[config.mk]
export PLATFORM = sky130hd
export DESIGN_NAME = fpu_dispatch_flat
export DESIGN_NICKNAME = d
export VERILOG_FILES = /design/src/rtl/fpu_pkg.sv /design/src/rtl/fpu_dispatch_if.sv /design/src/rtl/fpu_unit_decode.sv /design/src/rtl/fpu_dispatch.sv /design/src/flat_wrapper.sv
export SDC_FILE = /design/constraint.sdc
export NUM_CORES = 1
export LEC_CHECK = 0
export CORE_AREA = 2 2 155 157
export CTS_BUF_LIST = sky130_fd_sc_hd__clkbuf_16
export DETAILED_ROUTE_END_ITERATION = 12
export DIE_AREA = 0 0 157 159
export PLACE_DENSITY = 0.67
export SETUP_SLACK_MARGIN = 0.5
export SYNTH_ARGS = -nofsm -noshare
export SYNTH_HDL_FRONTEND = slang
export SYNTH_HIERARCHICAL = 1
export SYNTH_SLANG_ARGS = --single-unit
[constraint.sdc]
create_clock -name clk -period 2.35 [get_ports clk]
set_input_delay 0.235 -clock clk [delete_from_list [all_inputs] [get_ports clk]]
set_output_delay 0.235 -clock clk [all_outputs]
set_load 0.05 [all_outputs]
[src/rtl/fpu_pkg.sv]
// Shared definitions for the FP issue stage: unit indices, funct5 codes,
// FSM state encoding and the funct5 -> unit lookup.
package fpu_pkg;

  localparam int FPU_NUNITS = 6;
  localparam int FPU_XLEN   = 32;

  localparam int U_FADD  = 0;
  localparam int U_FMUL  = 1;
  localparam int U_FDIV  = 2;
  localparam int U_FSQRT = 3;
  localparam int U_FCOMP = 4;
  localparam int U_FMISC = 5;

  localparam logic [4:0] F5_FADD   = 5'b00000;
  localparam logic [4:0] F5_FSUB   = 5'b00001;
  localparam logic [4:0] F5_FMUL   = 5'b00010;
  localparam logic [4:0] F5_FDIV   = 5'b00011;
  localparam logic [4:0] F5_FSQRT  = 5'b01011;
  localparam logic [4:0] F5_FCOMP  = 5'b10100;
  localparam logic [4:0] F5_FSGNJ  = 5'b00100;
  localparam logic [4:0] F5_FMINMX = 5'b00101;
  localparam logic [4:0] F5_FCVTWS = 5'b11000;
  localparam logic [4:0] F5_FCVTSW = 5'b11010;
  localparam logic [4:0] F5_FMVXW  = 5'b11100;
  localparam logic [4:0] F5_FMVWX  = 5'b11110;

  typedef enum logic [1:0] {
    ST_IDLE  = 2'd0,
    ST_ISSUE = 2'd1,
    ST_WAIT  = 2'd2,
    ST_RESP  = 2'd3
  } state_t;

  typedef struct packed {
    logic       legal;
    logic [2:0] index;
  } unit_sel_t;

  function automatic unit_sel_t unit_of(input logic [4:0] func5);
    unit_sel_t r;
    r.legal = 1'b1;
    r.index = 3'd0;
    case (func5)
      F5_FADD, F5_FSUB: r.index = 3'(U_FADD);
      F5_FMUL:          r.index = 3'(U_FMUL);
      F5_FDIV:          r.index = 3'(U_FDIV);
      F5_FSQRT:         r.index = 3'(U_FSQRT);
      F5_FCOMP:         r.index = 3'(U_FCOMP);
      F5_FSGNJ, F5_FMINMX, F5_FCVTWS,
      F5_FCVTSW, F5_FMVXW, F5_FMVWX:
                        r.index = 3'(U_FMISC);
      default:          r.legal = 1'b0;
    endcase
    return r;
  endfunction

endpackage

[src/rtl/fpu_dispatch_if.sv]
// Core-side request/response bundle of the FP issue stage.
// master = core (EX stage), slave = fpu_dispatch.
interface fpu_dispatch_if
  import fpu_pkg::*;
#(
  parameter int XLEN = FPU_XLEN
) ();

  logic            order;
  logic            accepted;
  logic            done;
  logic            busy;
  logic [XLEN-1:0] rs1;
  logic [XLEN-1:0] rs2;
  logic [6:0]      func7;
  logic [2:0]      func3;
  logic [XLEN-1:0] rd;
  logic            illegal;

  modport master (
    output order, rs1, rs2, func7, func3,
    input  accepted, done, busy, rd, illegal
  );

  modport slave (
    input  order, rs1, rs2, func7, func3,
    output accepted, done, busy, rd, illegal
  );

endinterface

[src/rtl/fpu_unit_decode.sv]
// Combinational funct7 -> {legal, one-hot unit select}. Only funct7[6:2]
// chooses the unit; the low bits carry the format and are ignored here.
module fpu_unit_decode
  import fpu_pkg::*;
#(
  parameter int NUNITS = FPU_NUNITS
) (
  input  logic [6:0]        func7,
  output logic              legal,
  output logic [NUNITS-1:0] sel
);

  unit_sel_t dec;
  logic      unused_func7;

  assign dec          = unit_of(func7[6:2]);
  assign legal        = dec.legal;
  assign unused_func7 = ^func7[1:0];

  genvar gi;
  generate
    for (gi = 0; gi < NUNITS; gi++) begin : g_sel
      assign sel[gi] = dec.legal && (dec.index == 3'(gi));
    end
  endgenerate

endmodule

[src/rtl/fpu_dispatch.sv]
// FP issue stage: latches one op, orders the decoded unit, returns its result
// with a one-cycle done pulse. Optional counters under FPU_PERF_CNT_EN.
module fpu_dispatch
  import fpu_pkg::*;
#(
  parameter int NUNITS = FPU_NUNITS,
  parameter int XLEN   = FPU_XLEN
) (
  input  logic                   clk,
  input  logic                   rst,
  fpu_dispatch_if.slave          core,
  output logic [XLEN-1:0]        u_rs1,
  output logic [XLEN-1:0]        u_rs2,
  output logic [2:0]             u_func3,
  output logic [4:0]             u_func5,
  output logic [NUNITS-1:0]      u_order,
  input  logic [NUNITS-1:0]      u_accepted,
  input  logic [NUNITS-1:0]      u_done,
  input  logic [NUNITS*XLEN-1:0] u_rd
`ifdef FPU_PERF_CNT_EN
  ,
  output logic [31:0]            perf_ops,
  output logic [31:0]            perf_busy
`endif
);

  state_t            state_reg;
  logic [NUNITS-1:0] sel_reg;
  logic [NUNITS-1:0] order_reg;
  logic [XLEN-1:0]   rs1_reg;
  logic [XLEN-1:0]   rs2_reg;
  logic [2:0]        func3_reg;
  logic [4:0]        func5_reg;
  logic [XLEN-1:0]   rd_reg;
  logic              done_reg;
  logic              illegal_reg;

  logic              dec_legal;
  logic [NUNITS-1:0] dec_sel;
  logic              sel_done;
  logic              sel_acc;
  logic [XLEN-1:0]   sel_rd;

  fpu_unit_decode #(
    .NUNITS (NUNITS)
  ) u_decode (
    .func7 (core.func7),
    .legal (dec_legal),
    .sel   (dec_sel)
  );

  // Masking with the latched select makes other units' handshakes invisible.
  assign sel_done = |(u_done & sel_reg);
  assign sel_acc  = |(u_accepted & sel_reg);

  always_comb begin
    sel_rd = '0;
    for (int i = 0; i < NUNITS; i++) begin
      if (sel_reg[i]) begin
        sel_rd = sel_rd | u_rd[XLEN*i +: XLEN];
      end
    end
  end

  always_ff @(posedge clk) begin
    if (rst) begin
      state_reg   <= ST_IDLE;
      sel_reg     <= '0;
      order_reg   <= '0;
      rs1_reg     <= '0;
      rs2_reg     <= '0;
      func3_reg   <= '0;
      func5_reg   <= '0;
      rd_reg      <= '0;
      done_reg    <= 1'b0;
      illegal_reg <= 1'b0;
    end else begin
      done_reg <= 1'b0;
      case (state_reg)
        ST_IDLE: begin
          if (core.order) begin
            rs1_reg   <= core.rs1;
            rs2_reg   <= core.rs2;
            func3_reg <= core.func3;
            func5_reg <= core.func7[6:2];
            sel_reg   <= dec_sel;
            if (dec_legal) begin
              order_reg <= dec_sel;
              state_reg <= ST_ISSUE;
            end else begin
              rd_reg      <= '0;
              illegal_reg <= 1'b1;
              done_reg    <= 1'b1;
              state_reg   <= ST_RESP;
            end
          end
        end
        ST_ISSUE: begin
          // A unit may finish in its accept cycle; done takes priority.
          if (sel_done) begin
            rd_reg      <= sel_rd;
            illegal_reg <= 1'b0;
            done_reg    <= 1'b1;
            order_reg   <= '0;
            state_reg   <= ST_RESP;
          end else if (sel_acc) begin
            order_reg <= '0;
            state_reg <= ST_WAIT;
          end
        end
        ST_WAIT: begin
          if (sel_done) begin
            rd_reg      <= sel_rd;
            illegal_reg <= 1'b0;
            done_reg    <= 1'b1;
            state_reg   <= ST_RESP;
          end
        end
        ST_RESP: begin
          state_reg <= ST_IDLE;
        end
        default: begin
          state_reg <= ST_IDLE;
        end
      endcase
    end
  end

  assign core.accepted = core.order && (state_reg == ST_IDLE);
  assign core.busy     = (state_reg != ST_IDLE);
  assign core.done     = done_reg;
  assign core.rd       = rd_reg;
  assign core.illegal  = illegal_reg;
  assign u_rs1         = rs1_reg;
  assign u_rs2         = rs2_reg;
  assign u_func3       = func3_reg;
  assign u_func5       = func5_reg;
  assign u_order       = order_reg;

`ifdef FPU_PERF_CNT_EN
  logic [31:0] perf_ops_reg;
  logic [31:0] perf_busy_reg;

  always_ff @(posedge clk) begin
    if (rst) begin
      perf_ops_reg  <= '0;
      perf_busy_reg <= '0;
    end else begin
      if (state_reg == ST_RESP) begin
        perf_ops_reg <= perf_ops_reg + 32'd1;
      end
      if (state_reg != ST_IDLE) begin
        perf_busy_reg <= perf_busy_reg + 32'd1;
      end
    end
  end

  assign perf_ops  = perf_ops_reg;
  assign perf_busy = perf_busy_reg;
`endif

endmodule

[src/flat_wrapper.sv]
// flat-port wrapper written by rule: the top's interface ports become plain ports
module fpu_dispatch_flat import fpu_pkg::*;
#(
  parameter int NUNITS = FPU_NUNITS,
  parameter int XLEN   = FPU_XLEN
)
  (clk, rst, u_rs1, u_rs2, u_func3, u_func5, u_order, u_accepted, u_done, u_rd, core_order, core_rs1, core_rs2, core_func7, core_func3, core_accepted, core_done, core_busy, core_rd, core_illegal);
  fpu_dispatch_if #(.XLEN(XLEN)) core_i ();
  input  logic clk;
  input  logic rst;
  output logic [XLEN-1:0] u_rs1;
  output logic [XLEN-1:0] u_rs2;
  output logic [2:0] u_func3;
  output logic [4:0] u_func5;
  output logic [NUNITS-1:0] u_order;
  input  logic [NUNITS-1:0] u_accepted;
  input  logic [NUNITS-1:0] u_done;
  input  logic [NUNITS*XLEN-1:0] u_rd;
  input wire logic [$bits(core_i.order)-1:0] core_order;
  input wire logic [$bits(core_i.rs1)-1:0] core_rs1;
  input wire logic [$bits(core_i.rs2)-1:0] core_rs2;
  input wire logic [$bits(core_i.func7)-1:0] core_func7;
  input wire logic [$bits(core_i.func3)-1:0] core_func3;
  output wire logic [$bits(core_i.accepted)-1:0] core_accepted;
  output wire logic [$bits(core_i.done)-1:0] core_done;
  output wire logic [$bits(core_i.busy)-1:0] core_busy;
  output wire logic [$bits(core_i.rd)-1:0] core_rd;
  output wire logic [$bits(core_i.illegal)-1:0] core_illegal;
  assign core_i.order = core_order;
  assign core_i.rs1 = core_rs1;
  assign core_i.rs2 = core_rs2;
  assign core_i.func7 = core_func7;
  assign core_i.func3 = core_func3;
  assign core_accepted = core_i.accepted;
  assign core_done = core_i.done;
  assign core_busy = core_i.busy;
  assign core_rd = core_i.rd;
  assign core_illegal = core_i.illegal;
  fpu_dispatch #(.NUNITS(NUNITS), .XLEN(XLEN)) u_core (.clk(clk), .rst(rst), .core(core_i), .u_rs1(u_rs1), .u_rs2(u_rs2), .u_func3(u_func3), .u_func5(u_func5), .u_order(u_order), .u_accepted(u_accepted), .u_done(u_done), .u_rd(u_rd));
endmodule
==> metrics.yaml <==
synth:
  synthTopCellsByCount: "173 x nand2_1, 120 x dfxtp_1, 97 x a22oi_1, 82 x a21oi_1, 34 x clkbuf_1"
  yosys-mux-area-fraction_pct: 1.47
  synthSimpleGateAreaFrac_pct: 18.2
  synth_nets: 938
  synth-edff-count: 0
  yosysTopAreaCell: "dfxtp_1"
  synth_fa_ha_area_share_pct: 0.918
  synth.most_common_cell: "nand2_1"
  yosysSeqAreaShare_pct: 44.0
  ys_warn_count: 6
  synth_top_area_share_pct: 44.0
  ys.flop_type: "dfxtp_1"
  synth.distinct_cells: 41
  synthCells: 653
  ys_ff_latch: 120
  synth_xor_area_share_pct: 0
  async_flop_share_pct: 0
  synth_top_family_by_area: "compound AO/OA/AOI/OAI gates"
  yosys-top-cells-area: "dfxtp_1 44%, a22oi_1 13%, nand2_1 12%"
  synth-compound-area-share_pct: 29.5
  syn_area_um2: 5450
  synth_area_per_cell_um2: 8.35
min_path:
  min-delay-start: "core_func7[5]"
  hp-class: "input port to flop"
  hold_end: "u_core/u_func5[3]"
  worst_hold_path.num_cells: 3
job:
  maxCapViolations: 0
sta:
  final-setup-viol-count: 0
  hold_viol_final: 0
  rsz0062_at_grt: "true"
  min_period_over_period_pct: 77.0
  worst_slack_ns: 0.541
  max_slew_margin_pct: 55.3
  skew_ns: 0.0133
  maxSlewViolCount: 0
  tightest_slew_ns: 0.670
  fmax_mhz: 553
  setup_tns_ns: 0
  fin_crit_ns: 1.81
floorplan:
  rows: 56
  fp.dieArea_um2: 25000
  die_w_um: 157
  fp.dieH_um: 159
  pin_count: 395
  start_util_pct: 23.5
  core_area_um2: 23200
global_routing:
  grt_pass1_wl_um: 36600
  grt_pass1_vias: 6293
  antenna_found_initial: 6
  grt_max_degree: 80
  grt.overflow.total: 0
  grt_usage_pct: 19.4
setup_path:
  worstReg2RegStart: "u_core/state_reg[1]"
  worst_r2r_path_depth: 5
  cp_num_cells: 1
  cp-end-kind: "output port"
  timing.reg2reg.setup_slack_ns: 0.58
  max_stage_delay_ns: 0.83
  critPathLaunchType: "flop"
  cp_num_buf_inv: 1
  crit_type: "flop to output port"
  cp_cell_sequence: "clkdlybuf4s50_1"
  critPathLaunch: "u_core/core.rd[22]"
  crit_fanout: 2
  critPathRequiredTime_ns: 2.12
  crit_slowest_cell: "clkdlybuf4s50_1"
  critical_path.top_delay_family: "buffers and inverters"
  cp_data_arrival_time_ns: 1.57
  reg2reg_to: "u_core/u_order[4]"
power:
  swShare_pct: 36.3
  p_int_mw: 5.40
  total_power_mw: 8.48
  power.leakage_nw: 4.69
  power.density_nw_per_um2: 802
  combPwrFrac_pct: 38.1
  p_switching_mw: 3.08
  clockPowerShare_pct: 33.2
  ir_worst_vdd_v: 0.000563
  seq_power_share_pct: 28.7
cts:
  cts_tree: "built"
  cts_sinks: 120
  clk_pin_slew_worst_paths_ns: 0.06
  clk_path_buf_depth: 2
  root_buffer: "clkbuf_16"
  cts_made_buffers: 17
  worst_skew_pair.late_latency_ns: 0.42
  htreeDepth: 4
drt:
  wl_um: 25500
  routedWlPerCell_um: 18.6
  drt_iter0_markers: 241
  dr_wl_met2_um: 12600
  vias_per_cell: 4.69
  route.antenna.remaining_nets: 0
  firstDrtPassIters: 5
  met3RoutedLength_um: 2640
  drc: 0
  drt-met1-wl_um: 9650
  dr.max_layer_used: "met5"
  vias: 6426
placement:
  io_buffer_count: 392
  pre_cts_ws_ns: 0.0277
  place.gp.congestion: 0.835
  dpl.hpwl_um: 18600
layout:
  fillCellCount: 2236
  synthToLayoutAreaGrowth_pct: 93.8
  ff_latch_area_um2: 2410
  multi_input_area_um2: 2760
  layout-drive-gt1-share_pct: 8.03
  nNetsFinal: 1319
outcome:
  status: "completed"
-- cell families (layout without fill, tap and decap cells) --
logic type	after synthesis	count (layout)
AO/OA/AOI/OAI	227	227
buffers and inverters	63	456
flip-flops	120	120
AND/OR/NAND/NOR	231	231
adder cells (fa/ha/maj)	4	4
multiplexers	8	8
other	0	4
-- placed cells by master, fill, tap and decap left out, types with 3 or more instances in the layout --
cell type	n
buf_12	5
nand2b_1	4
mux2i_1	8
ha_1	3
buf_4	22
a21oi_1	82
inv_6	4
dlymetal6s2s_1	46
nand2_1	172
clkinvlp_4	3
diode_2	4
nand3b_1	6
a22oi_4	3
bufinv_16	4
nor2_1	4
nand3_1	32
dfxtp_1	117
dlygate4sd2_1	12
dfxtp_2	3
clkdlybuf4s50_1	331
clkbuf_16	18
a22o_1	32
a22oi_1	97
inv_2	3
-- power groups by stage --
| stage | combinational [mW] | clock, mW | sequential, mW |
|---|---|---|---|
| 6_report | 3.23 | 2.82 | 2.43 |
| 5_1_grt | 3.42 | 2.99 | 2.46 |
| 4_1_cts | 3.24 | 2.90 | 2.43 |
| 2_1_floorplan | 0.943 | 0 | 3.28 |
| 3_5_place_dp | 3.09 | 0 | 2.48 |
| 3_3_place_gp | 3.09 | 0 | 2.46 |
-- per-layer routing --
metal / up-vias / track usage [%]
li1: 3115 / -
met2: 292 / 32.8
met5: - / 0
met4: 2 / 7.26
met1: 2987 / 21.9
met3: 30 / 7.51
-- worst max path at each step --
stage	to	slack [ns]
detailed placement	u_core/core.rd[24]	0.03
global placement	u_core/core.rd[30]	0.06
floorplan	u_core/u_order[0]	0.53
CTS	core_accepted	0.46
finish	core_rd[22]	0.54
global route	core_accepted	0.47
-- worst min-delay path, cell delays in order --
cell and delay [ns]:
dlymetal6s2s_1 0.19, nand2_1 0.09, a21oi_1 0.06
-- area by class of cell --
class                      count  area share, %
clock buffer                  17           4.02
antenna                        4         0.0947
inverter                       5          0.201
timing repair buffer         420           41.2
clock inverter                14           1.88
tap                          319           3.78
sequential                   120           22.8
multi-input combinational    470           26.1
-- what timing repair did --
action	4_1_cts	5_1_grt
hold buffers	0	0
gates resized for setup	16	50
pin swaps	0	2
endpoints found under the setup margin	44	83
buffers inserted	0	4
cloned	2	1
-- through the flow --
stage               area, um^2  util (%)  cells  hold slack (ns)
floorplan                 5460         -    653            0.371
detailed placement        9700      41.8   1327            0.446
finish                   10600      45.6   1369            0.220
global route             10600      45.6   1369            0.225
global placement          9700      41.8   1327            0.440
CTS                      10400      44.8   1360            0.269
Power figures use the tool's default switching activity.
